--- config.mk ---
export PLATFORM = sky130hd
export DESIGN_NAME = tlul_socket_1n_steer
export DESIGN_NICKNAME = d
export VERILOG_FILES = /design/src/rtl/tlul_socket_1n_steer.sv
export SDC_FILE = /design/constraint.sdc
export NUM_CORES = 1
export LEC_CHECK = 0
export BUFFER_PORTS_ARGS = -buffer_cell sky130_fd_sc_hd__buf_4
export CAP_MARGIN = 0
export CORE_AREA = 3 3 268 270
export DETAILED_ROUTE_END_ITERATION = 10
export DIE_AREA = 0 0 271 273
export GPL_ROUTABILITY_DRIVEN = 1
export GPL_TIMING_DRIVEN = 1
export PLACE_DENSITY = 0.3
export SYNTH_ARGS = -nofsm -noshare
export SYNTH_HDL_FRONTEND = slang
export SYNTH_SLANG_ARGS = --single-unit
--- constraint.sdc ---
create_clock -name clk_i -period 3.1 [get_ports clk_i]
set_input_delay 0.775 -clock clk_i [delete_from_list [all_inputs] [get_ports clk_i]]
set_output_delay 0.775 -clock clk_i [all_outputs]
set_load 0.005 [all_outputs]
--- src/rtl/tlul_socket_1n_steer.sv ---
// TL-UL 1:N socket: steers host requests to one of N devices and returns in-order responses.
// Define TLUL_SOCKET_1N_ERR_RSP_EN to add an error responder at select index N.
package tlul_pkg;
  typedef struct packed {
    logic        a_valid;
    logic [2:0]  a_opcode;
    logic [2:0]  a_param;
    logic [1:0]  a_size;
    logic [7:0]  a_source;
    logic [31:0] a_address;
    logic [3:0]  a_mask;
    logic [31:0] a_data;
    logic        d_ready;
  } tl_h2d_t;

  typedef struct packed {
    logic        d_valid;
    logic [2:0]  d_opcode;
    logic [2:0]  d_param;
    logic [1:0]  d_size;
    logic [7:0]  d_source;
    logic        d_sink;
    logic [31:0] d_data;
    logic        d_error;
    logic        a_ready;
  } tl_d2h_t;
endpackage

module tlul_socket_1n_steer
  import tlul_pkg::*;
#(
  parameter int unsigned N              = 4,
  parameter int unsigned MaxOutstanding = 8,
  parameter int unsigned NWD            = $clog2(N + 1)
) (
  input  logic           clk_i,
  input  logic           rst_ni,
  input  tl_h2d_t        tl_h_i,
  output tl_d2h_t        tl_h_o,
  output tl_h2d_t        tl_d_o [N],
  input  tl_d2h_t        tl_d_i [N],
  input  logic [NWD-1:0] dev_select_i
);

  localparam int unsigned CntW = $clog2(MaxOutstanding + 1);

  logic [CntW-1:0] count_reg, count_next;
  logic [NWD-1:0]  dev_select_reg, sel_eff;
  logic            hold, accept, retire;
  logic            sel_a_ready, host_a_ready;
  tl_d2h_t         rsp;
  logic [N-1:0]    dev_a_valid, dev_d_ready, dev_a_ready;

`ifdef TLUL_SOCKET_1N_ERR_RSP_EN
  assign sel_eff = dev_select_i;
`else
  // Without the error responder, out-of-range selects land on the last device.
  assign sel_eff = (dev_select_i >= NWD'(N)) ? NWD'(N - 1) : dev_select_i;
`endif

  // Stall on a target change with traffic in flight so responses stay in order.
  assign hold = ((count_reg != '0) && (sel_eff != dev_select_reg)) ||
                (count_reg == CntW'(MaxOutstanding));

  for (genvar gi = 0; gi < N; gi++) begin : g_dev
    assign dev_a_valid[gi] = tl_h_i.a_valid & (sel_eff == NWD'(gi)) & ~hold;
    assign dev_d_ready[gi] = tl_h_i.d_ready & (dev_select_reg == NWD'(gi));
    assign dev_a_ready[gi] = tl_d_i[gi].a_ready;
  end

  always_comb begin
    for (int i = 0; i < N; i++) begin
      tl_d_o[i]         = tl_h_i;
      tl_d_o[i].a_valid = dev_a_valid[i];
      tl_d_o[i].d_ready = dev_d_ready[i];
    end
  end

`ifdef TLUL_SOCKET_1N_ERR_RSP_EN
  typedef enum logic {ErrIdle, ErrResp} err_state_e;

  err_state_e  err_state_reg, err_state_next;
  logic [7:0]  err_source_reg;
  logic [1:0]  err_size_reg;
  logic        err_get_reg;
  logic        err_accept, err_a_ready;
  tl_d2h_t     err_rsp;

  assign err_accept = accept & (sel_eff == NWD'(N));

  always_ff @(posedge clk_i or negedge rst_ni) begin
    if (!rst_ni) begin
      err_state_reg  <= ErrIdle;
      err_source_reg <= '0;
      err_size_reg   <= '0;
      err_get_reg    <= 1'b0;
    end else begin
      err_state_reg <= err_state_next;
      if (err_accept) begin
        err_source_reg <= tl_h_i.a_source;
        err_size_reg   <= tl_h_i.a_size;
        err_get_reg    <= (tl_h_i.a_opcode == 3'd4);
      end
    end
  end

  always_comb begin
    err_state_next = err_state_reg;
    case (err_state_reg)
      ErrIdle: if (err_accept) err_state_next = ErrResp;
      ErrResp: if (tl_h_i.d_ready && (dev_select_reg == NWD'(N))) err_state_next = ErrIdle;
      default: err_state_next = ErrIdle;
    endcase
  end

  always_comb begin
    err_rsp     = '0;
    err_a_ready = (err_state_reg == ErrIdle);
    if (err_state_reg == ErrResp) begin
      err_rsp.d_valid  = 1'b1;
      err_rsp.d_error  = 1'b1;
      err_rsp.d_data   = '1;
      err_rsp.d_opcode = err_get_reg ? 3'd1 : 3'd0;
      err_rsp.d_source = err_source_reg;
      err_rsp.d_size   = err_size_reg;
    end
  end
`endif

  always_comb begin
    sel_a_ready = 1'b0;
    rsp         = '0;
    for (int i = 0; i < N; i++) begin
      if (sel_eff == NWD'(i)) sel_a_ready = dev_a_ready[i];
      if (dev_select_reg == NWD'(i)) rsp = tl_d_i[i];
    end
`ifdef TLUL_SOCKET_1N_ERR_RSP_EN
    if (sel_eff == NWD'(N)) sel_a_ready = err_a_ready;
    if (dev_select_reg == NWD'(N)) rsp = err_rsp;
`endif
  end

  assign host_a_ready = sel_a_ready & ~hold;
  assign accept       = tl_h_i.a_valid & host_a_ready;
  assign retire       = rsp.d_valid & tl_h_i.d_ready;

  always_comb begin
    tl_h_o         = rsp;
    tl_h_o.a_ready = host_a_ready;
  end

  always_comb begin
    count_next = count_reg;
    case ({accept, retire})
      2'b10:   count_next = count_reg + 1'b1;
      2'b01:   count_next = count_reg - 1'b1;
      default: count_next = count_reg;
    endcase
  end

  always_ff @(posedge clk_i or negedge rst_ni) begin
    if (!rst_ni) begin
      count_reg      <= '0;
      dev_select_reg <= '0;
    end else begin
      count_reg <= count_next;
      if (accept) dev_select_reg <= sel_eff;
    end
  end

`ifndef SYNTHESIS
  no_underflow_a: assert property (@(posedge clk_i) disable iff (!rst_ni)
    retire |-> (count_reg != '0));
  select_range_a: assert property (@(posedge clk_i) disable iff (!rst_ni)
    tl_h_i.a_valid |-> (dev_select_i <= NWD'(N)));
`endif

endmodule
Yosys cells after proc, flatten, opt, wreduce, memory -nomap -nowiden

Index checks and enable logic that the tools add are counted.

Bitwise logic cells: 16
Muxes and demuxes: 10
Reduce and logical (&&, ||, !) cells: 6
$lt $le $gt $ge: 1
Add/subtract/negate cells: 2
Equality and inequality tests: 10

Operator list:

| operator                                                  | count |
|---|---|
| two-way mux 52 bit                                        | 4 |
| bitwise AND 1 bit                                         | 15 |
| == test 3 x 2 -> 1 bit (second input constant)            | 4 |
| one-hot mux 4 bit (2 select lines)                        | 1 |
| == test 3 x 1 -> 1 bit (second input constant)            | 2 |
| zero test 3 bit                                           | 2 |
| adder 4 x 1 -> 4 bit (second input constant)              | 1 |
| == test 4 bit (second input constant)                     | 1 |
| two-way mux 1 bit                                         | 4 |
| nonzero test 4 bit                                        | 1 |
| subtractor 4 x 1 -> 4 bit (second input constant)         | 1 |
| greater-or-equal comparator 3 bit (second input constant) | 1 |
| two-way mux 3 bit                                         | 1 |
| != test 3 bit                                             | 1 |
| == test 2 x 1 -> 1 bit (second input constant)            | 1 |
| == test 2 bit (second input constant)                     | 1 |
| nonzero test 2 bit                                        | 1 |
| logical AND 1 bit                                         | 1 |
| logical OR 1 bit                                          | 1 |
| NOT 1 bit                                                 | 1 |

Flip-flop bits (word level): 7
Word-level logic and storage cells: 47
Output and inout bits: 396
Input bits: 299

Longest topological paths before layout

Gate-level depths: netlist of run 1.

Depth in word-level cells: 11
Gate-level depth with buffers: 13
Gate-level depth less buffers: 12

Worst setup path after synthesis of run 1

No wires, ideal clock.

Kind: input port to flip-flop
Start: in dev_select_i[0]
End: reg count_reg[3]
Library setup time: 0.125 ns
Stages on the path: 12
Path slack: 0.161 ns
Path buffers: 0
Data required time: 2.975 ns
Arrival: 2.814 ns
Cells stage by stage: o21bai_1 nand3_1 o32a_1 nor3b_4 inv_1 ha_1 ha_1 a21o_1 a21oi_1 xnor2_1 nor2_1 xor2_1

Cells in the longest elaborated chain, start to end: 11
Elaborated cells on any way between the ends: 20
Classes of those cells: order compare: 1; eq/ne: 6; mux: 6; bitwise: 3; reduce/logical: 4

Ends and longest elaborated chain:

| item                                                                     | RTL line | RTL |
|---|---|---|
| start, declared                                                          | 42       | `input logic [NWD-1:0] dev_select_i` |
| greater-or-equal comparator 3 bit                                        | 58       | `assign sel_eff = (dev_select_i >= NWD'(N)) ? NWD'(N - 1) : dev_select_i;` |
| two-way mux 3 bit *                                                      | 58       |  |
| zero test 3 bit                                                          | 134      | `if (sel_eff == NWD'(i)) sel_a_ready = dev_a_ready[i];` |
| two-way mux 1 bit (4 in series)                                          | 134      |  |
| bitwise AND 1 bit *                                                      | 143      | `assign host_a_ready = sel_a_ready & ~hold;` |
| bitwise AND 1 bit *                                                      | 144      | `assign accept = tl_h_i.a_valid & host_a_ready;` |
| == test 2 x 1 -> 1 bit or == test 2 bit (tied branches)                  | 154      | `case ({accept, retire})` |
| one-hot mux 4 bit (2 select lines) or nonzero test 2 bit (tied branches) | --       |  |
| end signal, assigned                                                     | 166      | `count_reg <= count_next;` |
| end, declared                                                            | 47       | `logic [CntW-1:0] count_reg, count_next;` |

Every way passes the cells marked *; elsewhere a longest branch is shown, timed or not.
A chain may end at the register's enable or synchronous reset.

==> results of run 1 <==
-- area by class of cell --
cell class                 instances  share of cell area, %
multi-input combinational        150                  32.57
clock buffer                       4                  1.402
antenna                            2                0.08905
inverter                           6                 0.4007
sequential                         7                  3.228
timing repair buffer             301                  41.38
tap                              940                  20.93
-- worst min-delay path by stage --
stage	slack, ns	end	cells after the start
global placement	0.56	count_reg[0]	2
floorplan	0.44	count_reg[3]	1
detailed placement	0.55	count_reg[0]	2
global route	0.36	dev_select_reg[0]	1
finish	0.36	count_reg[1]	1
CTS	0.36	dev_select_reg[0]	1
-- cells in the mapped netlist, drive strengths merged --
cell / instances / area, µm²
nor3b: 1 / 18.77
clkbuf: 8 / 30.03
nand3: 1 / 5.000
dfrtp: 7 / 175.2
xnor2: 2 / 17.52
mux2i: 4 / 40.04
buf: 346 / 2579
inv: 6 / 22.52
o21ai: 3 / 15.01
ha: 3 / 37.54
and3b: 1 / 8.760
nor3: 1 / 5.000
and3: 4 / 25.02
a21oi: 3 / 15.01
or3b: 2 / 17.52
mux4: 51 / 1149
fa: 1 / 20.02
nand2: 3 / 11.26
xor2: 2 / 17.52
a21o: 1 / 7.510
o32a: 1 / 10.01
o21bai: 1 / 7.510
nor2b: 57 / 356.6
nor2: 6 / 22.52
or3: 1 / 6.260
and2: 1 / 6.260
-- metal layers --
| layer | vias to the layer above | share of wire, % | global-route usage, % |
|---|---|---|---|
| met3 | 73 | 14 | 2.651 |
| met1 | 1310 | 35 | 5.271 |
| met5 | - | 0 | 0 |
| met4 | 0 | 5.6 | 2.726 |
| li1 | 1280 | - | - |
| met2 | 343 | 46 | 8.111 |
-- stage by stage --
stage          area (µm²)  hold WS, ns  utilization, %  instances
4_1_cts              5593       0.3597           8.014       1407
5_1_grt              5618       0.3634           8.050       1409
3_5_place_dp         5514       0.5542           7.901       1403
2_1_floorplan        4626       0.4416               -        517
3_3_place_gp         5514       0.5610           7.901       1403
6_report             5620       0.3580           8.054       1410
-- repair_timing --
action | CTS | global route
gates resized for setup | 0 | 5
buffers inserted | 0 | 1
pin swaps | 1 | 1
setup endpoints to repair | 1 | 4
-- report_power, final --
part           internal [mW]  switching [mW]
Combinational           1.59            1.04
Clock                  0.171          0.0442
Sequential             0.138          0.0636
-- logic make-up (layout without fill, tap and decap cells) --
logic type                 after synthesis  in the layout
xor gates and xnor gates                 4              4
adders and majority gates                4              4
DFF                                      7              7
AOI/OAI and AO/OA                        9              9
and+or+nand+nor                         78             78
muxes                                   55             55
other                                    0              2
buffers and inverters                  360            311
==> impl_metrics.yaml, run 1 <==
drt:
  detail-route-antenna-nets: 0
  via_per_inst: 2.132
  vias: 3006
  routedWlPerCell_um: 14.08
  drc: 0
  drt_iter0_markers: 60
  finalWirelength_mm: 19.85
  firstDrtPassIters: 4
critical_path:
  path_buf_inv: 3
  rrSetupSlack_ns: 0.24
  crit_slowest_cell: "o32a_1"
  worstPathCellList: "buf_4 -> o21bai_1 -> nand3_1 -> o32a_1 -> buf_4 -> nor2b_2 -> and3b_1 -> buf_4"
  reg2reg_from: "dev_select_reg[0]"
  path_max_fanout: 4
  cp_top_family: "compound AO/OA/AOI/OAI gates"
  cp-start-kind: "primary input"
  critical_path_class: "primary input to output port"
  cpMostUsedCell: "buf_4"
  required_ns: 2.32
  r2r-end: "count_reg[3]"
  critPathArrivalTime_ns: 2.19
  rr_worst_depth: 11
  endpoint: "tl_d_o[343]"
  cp.depth: 8
  crit_path_end_kind: "output port"
  cpPeakStageDelay_ns: 0.38
  critPathLaunch: "dev_select_i[0]"
power_and_ir_drop:
  ir_drop_v: 0.0002083
  p_leak_nw: 2.303
  power_mw: 3.043
  power.density_mw_per_mm2: 541.5
final_layout:
  syn_to_final_growth_pct: 21.50
  final_common_cell: "buf_4"
  largest_register_ffs: 4
  seqCellArea_um2: 181.4
  drive_gt1_share_pct: 77.56
  multi_input_area_mm2: 0.001831
  layout_common_cells: "295 x buf_4, 56 x nor2b_1, 51 x mux4_2, 6 x inv_1"
  final_nets: 772
  fill_cells: 8201
sta:
  worstMarginPinSlew_ns: 0.4419
  setup_viol: 0
  fin_crit_ns: 2.964
  drv_slew: 0
  rsz0062_at_grt: "no"
  skew_ns: 0.0009993
  setup_slack_ns: 0.1360
  hold_viol_final: 0
  timing.slew.headroom_pct: 70.54
  period_share_pct: 95.61
  setup_tns_ns: 0
  fmax_mhz: 337.4
global_route:
  grt_util_all_layers_pct: 5.020
  antenna_found_initial: 2
  grt_pass1_wl_mm: 26.68
  grt_max_degree: 46
  grt_pass1_vias: 3587
  overflow: 0
placement:
  portBuffers: 274
  routabilityCongestion: 0.7877
  dp_hpwl_mm: 17.68
  place_ws_ns: -0.2306
die:
  die_area_mm2: 0.07398
  fp.dieW_um: 271
  rows: 97
  io_pins: 695
  coreArea_mm2: 0.06979
  start_util_pct: 6.628
  die_y_um: 273
synth:
  synth_top_family_by_area: "buffers and inverters"
  synthSimpleGateAreaFrac_pct: 10.44
  synth_seq_cells: 7
  yosys_warnings: 0
  synthXorXnorAreaFrac_pct: 0.7574
  syn_nets: 820
  syn_area_mm2: 0.004626
  yosys.area_share.adder_pct: 1.244
  synth_mux_area_share_pct: 25.70
  synth_compound_area_share_pct: 1.190
  netlist_instances: 517
  synth-seq-area-share_pct: 3.787
  avgSynthCellArea_um2: 8.947
  synth_cell_types: 29
cts:
  clock_latency_ns: 0.23
  numCtsBuffers: 3
  cts_root_buffer: "clkbuf_16"
  cts_tree: "built"
  cts.htree.levels: 1
  cts_buffer_depth: 2
  clkSlewWorstSetupHoldPaths_ns: 0.03
  postCtsHoldBufs: 0
  cts.sinks: 7
flow_run:
  drv_cap: 0
hold_path:
  hp-class: "primary input to async pin"
status:
  status: "finished clean"
(Power assumes the default switching activity.)
==> run 2: changes to the inputs <==
--- a/config.mk
+++ b/config.mk
@@ -12,7 +12,10 @@
 export DIE_AREA = 0 0 271 273
 export GPL_ROUTABILITY_DRIVEN = 1
 export GPL_TIMING_DRIVEN = 1
+export HOLD_SLACK_MARGIN = 0.03
 export PLACE_DENSITY = 0.3
+export RECOVER_POWER = 25
+export SKIP_CTS_REPAIR_TIMING = 1
 export SYNTH_ARGS = -nofsm -noshare
 export SYNTH_HDL_FRONTEND = slang
 export SYNTH_SLANG_ARGS = --single-unit
==> impl_metrics.yaml, run 2 (synthesis results as in run 1) <==
placement:
  portBuffers: 274
  dp_hpwl_mm: 17.68
  place_ws_ns: -0.2306
  routabilityCongestion: 0.7877
power_and_ir_drop:
  power.density_mw_per_mm2: 540.2
  power.internal_mw: 1.887
  p_seq_share_pct: 6.7
  clkPwrFrac_pct: 7.1
  p_switching_mw: 1.142
  p_leak_nw: 2.300
  ir_drop_v: 0.0002062
  swShare_pct: 37.71
  p_comb_share_pct: 86.2
die:
  die_area_mm2: 0.07398
  io_pins: 695
  fp.dieW_um: 271
  die_y_um: 273
  rows: 97
  start_util_pct: 6.628
  coreArea_mm2: 0.06979
sta:
  drv_slew: 0
  rsz0062_at_grt: "yes"
  setup_viol: 0
  hold_viol_final: 0
  setup_slack_ns: 0.1411
  fin_crit_ns: 2.959
  fin_hold_ws_ns: 0.4510
  fmax_mhz: 338.0
  worstMarginPinSlew_ns: 0.4416
  skew_ns: 0.0004840
  period_share_pct: 95.45
  timing.slew.headroom_pct: 70.56
cts:
  cts.htree.levels: 1
  clock_latency_ns: 0.23
  cts_root_buffer: "clkbuf_16"
  cts_buffer_depth: 2
  clkSlewWorstSetupHoldPaths_ns: 0.03
  numCtsBuffers: 3
  cts_tree: "built"
  cts.sinks: 7
global_route:
  grt_pass1_vias: 3587
  overflow: 0
  grt_pass1_wl_mm: 26.68
  grt_util_all_layers_pct: 5.020
  grt_max_degree: 46
  antenna_found_initial: 2
critical_path:
  crit_slowest_cell: "o32a_1"
  path_max_fanout: 4
  worstPathCellList: "buf_4 -> o21bai_1 -> nand3_1 -> o32a_1 -> buf_4 -> nor2b_2 -> and3b_1 -> buf_4"
  required_ns: 2.32
  cp_top_family: "compound AO/OA/AOI/OAI gates"
  critPathArrivalTime_ns: 2.18
  cpPeakStageDelay_ns: 0.38
  path_buf_inv: 3
  critical_path_class: "primary input to output port"
  cpMostUsedCell: "buf_4"
  cp-start-kind: "primary input"
  crit_path_end_kind: "output port"
drt:
  routedWlPerCell_um: 14.08
  via_per_inst: 2.133
  drc: 0
  firstDrtPassIters: 4
  vias: 3006
  drt_iter0_markers: 64
  detail-route-antenna-nets: 0
  finalWirelength_mm: 19.84
final_layout:
  final_nets: 772
  postLayoutCoreUtil_pct: 8.034
  largest_register_ffs: 4
  final_common_cell: "buf_4"
  syn_to_final_growth_pct: 21.21
  drive_gt1_share_pct: 77.14
  layout_common_cells: "295 x buf_4, 56 x nor2b_1, 51 x mux4_2, 6 x inv_1"
flow_run:
  drv_cap: 0
hold_path:
  hp-class: "primary input to async pin"
status:
  status: "finished clean"
run 2: cell types whose count changed in the layout (fill, tap and decap cells not counted), sizes merged:
cell,previous run,this run
buf,301,300
diode,2,1
clkbuf,4,5
run 2: per-stage QoR:
step                      cells  power, mW  cell area (µm²)    TNS, ns
after floorplan             517      1.834             4626          0
after global placement     1403      2.912             5514    -0.3096
after detailed placement   1403      2.888             5514    -0.2848
after CTS                  1407      3.119             5593  -0.009559
after global routing       1409      3.281             5607   -0.02965
final                      1409      3.029             5607          0
run 2: worst register-to-register path, stage by stage, from the launching register on:
cell and delay (ns):
dfrtp_4 0.47, buf_12 0.15, mux4_2 0.56, nor2b_1 0.17
and2_1 0.22, ha_1 0.22, ha_1 0.28, a21o_1 0.17
a21oi_1 0.16, xnor2_1 0.13, nor2_1 0.06, xor2_1 0.14
run 2: layout make-up:
class / instances / area (µm²)
inverter: 6 / 22.52
fill: 8202 / 64180
tap: 940 / 1176
sequential: 7 / 181.4
multi-input combinational: 150 / 1827
antenna: 1 / 2.502
clock buffer: 4 / 78.83
timing repair buffer: 301 / 2318
run 2: worst paths after layout:
check | start | endpoint | slack (ns) | depth (start not counted)
max | dev_select_i[0] | tl_d_o[343] | 0.14 | 8
min | rst_ni | count_reg[1] | 0.45 | 1
max reg2reg | dev_select_reg[0] | count_reg[3] | 0.22 | 11
min reg2reg | count_reg[0] | count_reg[0] | 0.56 | 2
max in group asynchronous | rst_ni | dev_select_reg[0] | 2.33 | 1
min in group clk_i | count_reg[0] | count_reg[0] | 0.56 | 2
run 2: power groups by stage:
stage	clock network (mW)	registers [mW]	logic (mW)
2_1_floorplan	0	0.154	1.68
3_3_place_gp	0	0.204	2.71
3_5_place_dp	0	0.204	2.68
4_1_cts	0.220	0.203	2.70
5_1_grt	0.229	0.209	2.84
6_report	0.215	0.203	2.61
run 2: routing by layer:
layer / vias to the layer above / part of all wire [%] / track usage, %
met5: - / 0 / 0
met4: 0 / 5.6 / 2.726
met2: 342 / 46 / 8.111
met3: 73 / 13 / 2.651
met1: 1313 / 35 / 5.271
li1: 1278 / - / -
==> run 3: changes to the inputs <==
--- a/config.mk
+++ b/config.mk
@@ -5,11 +5,12 @@
 export SDC_FILE = /design/constraint.sdc
 export NUM_CORES = 1
 export LEC_CHECK = 0
+export ABC_AREA = 1
 export BUFFER_PORTS_ARGS = -buffer_cell sky130_fd_sc_hd__buf_4
 export CAP_MARGIN = 0
-export CORE_AREA = 3 3 268 270
+export CORE_AREA = 3 3 269 271
 export DETAILED_ROUTE_END_ITERATION = 10
-export DIE_AREA = 0 0 271 273
+export DIE_AREA = 0 0 272 274
 export GPL_ROUTABILITY_DRIVEN = 1
 export GPL_TIMING_DRIVEN = 1
 export HOLD_SLACK_MARGIN = 0.03
==> constraint.sdc (replaced) <==
create_clock -name clk_i -period 3.1 [get_ports clk_i]
set_input_delay 0.155 -clock clk_i [delete_from_list [all_inputs] [get_ports clk_i]]
set_output_delay 0.155 -clock clk_i [all_outputs]
set_load 0.005 [all_outputs]
==> impl_metrics.yaml, run 3 <==
die:
  start_util_pct: 6.421
  io_pins: 695
  rows: 97
  die_y_um: 274
  fp.dieW_um: 272
  coreArea_mm2: 0.07003
  die_area_mm2: 0.07453
flow_run:
  drv_cap: 0
sta:
  hold_viol_final: 0
  timing.slew.headroom_pct: 46.79
  worstMarginPinSlew_ns: 0.7982
  fmax_mhz: 400.8
  rsz0062_at_grt: "no"
  setup_tns_ns: 0
  setup_viol: 0
  period_share_pct: 80.49
  skew_ns: 0.001063
  fin_crit_ns: 2.495
  drv_slew: 0
  fin_hold_ws_ns: 0.2309
  setup_slack_ns: 0.6049
power_and_ir_drop:
  power.density_mw_per_mm2: 591.9
  power_mw: 3.103
  p_leak_nw: 2.293
  ir_drop_v: 0.0003869
cts:
  cts.sinks: 7
  clkSlewWorstSetupHoldPaths_ns: 0.04
  cts_root_buffer: "clkbuf_16"
  numCtsBuffers: 3
  clock_latency_ns: 0.23
  cts.htree.levels: 1
  cts_buffer_depth: 2
  cts_tree: "built"
global_route:
  grt_pass1_vias: 4198
  antenna_found_initial: 1
  grt_pass1_wl_mm: 26.92
  grt_util_all_layers_pct: 4.912
  overflow: 0
  grt_max_degree: 52
final_layout:
  fill_cells: 8345
  postLayoutCoreUtil_pct: 7.486
  final_area_mm2: 0.005243
  largest_register_ffs: 4
  final_nets: 929
  n_antenna_cell: 0
  drive_gt1_share_pct: 46.56
  seqCellArea_um2: 175.2
  multi_input_area_mm2: 0.001440
  layout_common_cells: "279 x buf_4, 120 x nand2_1, 62 x inv_1, 58 x nand3_1, 50 x o2111ai_1"
  syn_to_final_growth_pct: 16.58
  final_common_cell: "buf_4"
  final_cells: 1565
drt:
  drt_iter0_markers: 109
  firstDrtPassIters: 4
  route.top_layer_used: "met5"
  met2_length_mm: 9.429
  drc: 0
  dr_wl_met3_mm: 2.579
  vias: 3949
  detail-route-antenna-nets: 0
  wl_met1_mm: 6.431
  routedWlPerCell_um: 12.92
  finalWirelength_mm: 20.21
  via_per_inst: 2.523
critical_path:
  cpPeakStageDelay_ns: 0.45
  critPathLaunch: "dev_select_reg[1]"
  crit_path_end_kind: "output port"
  endpoint: "tl_h_o[10]"
  worstPathCellList: "inv_2 -> buf_4 -> buf_4 -> nand3_1 -> o2111ai_1 -> buf_4"
  cp-start-kind: "flop"
  path_buf_inv: 4
  crit_slowest_cell: "dfrtp_1"
  critPathArrivalTime_ns: 2.34
  rrSetupSlack_ns: 0.66
  path_max_fanout: 31
  critical_path_class: "flop to output port"
  required_ns: 2.94
  rr_worst_depth: 13
  r2r-end: "count_reg[3]"
  cp_top_family: "buffers and inverters"
  cp.depth: 6
  reg2reg_from: "dev_select_reg[1]"
  cpMostUsedCell: "buf_4"
synth:
  ys_async_sr_fraction_pct: 100.0
  synth.most_common_cell: "buf_4"
  ys.flop_type: "dfrtp_1"
  synth_seq_cells: 7
  avgSynthCellArea_um2: 6.397
  synth.top_cell.area_share_pct: 56.26
  syn_nets: 1006
  synth_common_cells: "337 x buf_4, 120 x nand2_1, 62 x inv_1"
  synth.area.top_cells: "buf_4 56%, nand2_1 10%, o2111ai_1 9.7%"
  synth-edff-count: 0
  syn_area_mm2: 0.004497
  synth_cell_types: 25
  netlist_instances: 703
  yosys_warnings: 0
  yosysTopAreaCell: "buf_4"
  synth-seq-area-share_pct: 3.895
hold_path:
  hp-class: "primary input to flop"
placement:
  dp_hpwl_mm: 16.13
  place_inst: 1560
  placed_cell_area_mm2: 0.005154
  routabilityCongestion: 0.7536
  portBuffers: 274
  place_ws_ns: 0.6567
status:
  status: "finished clean"
==> run 3: worst min-delay path by stage <==
stage | endpoint | depth (start not counted) | startpoint | slack [ns]
3_3_place_gp | count_reg[0] | 1 | rst_ni | -0.02
4_1_cts | count_reg[1] | 1 | rst_ni | -0.26
5_1_grt | dev_select_reg[0] | 3 | tl_h_i[85] | 0.24
3_5_place_dp | count_reg[1] | 1 | rst_ni | -0.01
2_1_floorplan | count_reg[0] | 0 | rst_ni | -0.14
6_report | dev_select_reg[0] | 3 | tl_h_i[85] | 0.23
==> run 3: per-layer routing <==
layer  vias to the layer above  GRT usage [%]
li1                       1773              -
met1                      1674          4.441
met2                       388          8.298
met3                       112          2.249
met4                         2          4.391
met5                         -              0
==> run 3: logic make-up after synthesis <==
group,share of synthesized area [%]
buf+inv,64.36
simple gates,19.17
compound gates,10.91
flops,3.895
fa+ha+maj,1.280
xor+xnor,0.3896
==> run 3: worst register-to-register path: cells and delay by family (launching register included) <==
family          cells  cell delay [ns]
compound gates      6             0.84
fa+ha+maj           2             0.59
buf+inv             1             0.14
flops               1             0.45
simple gates        4             0.31
==> run 3: layout make-up <==
cell class	instances	share of cell area (%)
Clock buffer	4	1.504
Inverter	66	4.726
Multi-Input combinational cell	267	27.47
Sequential cell	7	3.341
Tap cell	940	22.43
Timing Repair Buffer	281	40.53
==> run 3: power breakdown <==
| part | internal (mW) | switching (mW) |
|---|---|---|
| sequential | 0.132 | 0.0565 |
| clock | 0.171 | 0.0514 |
| combinational | 1.19 | 1.50 |
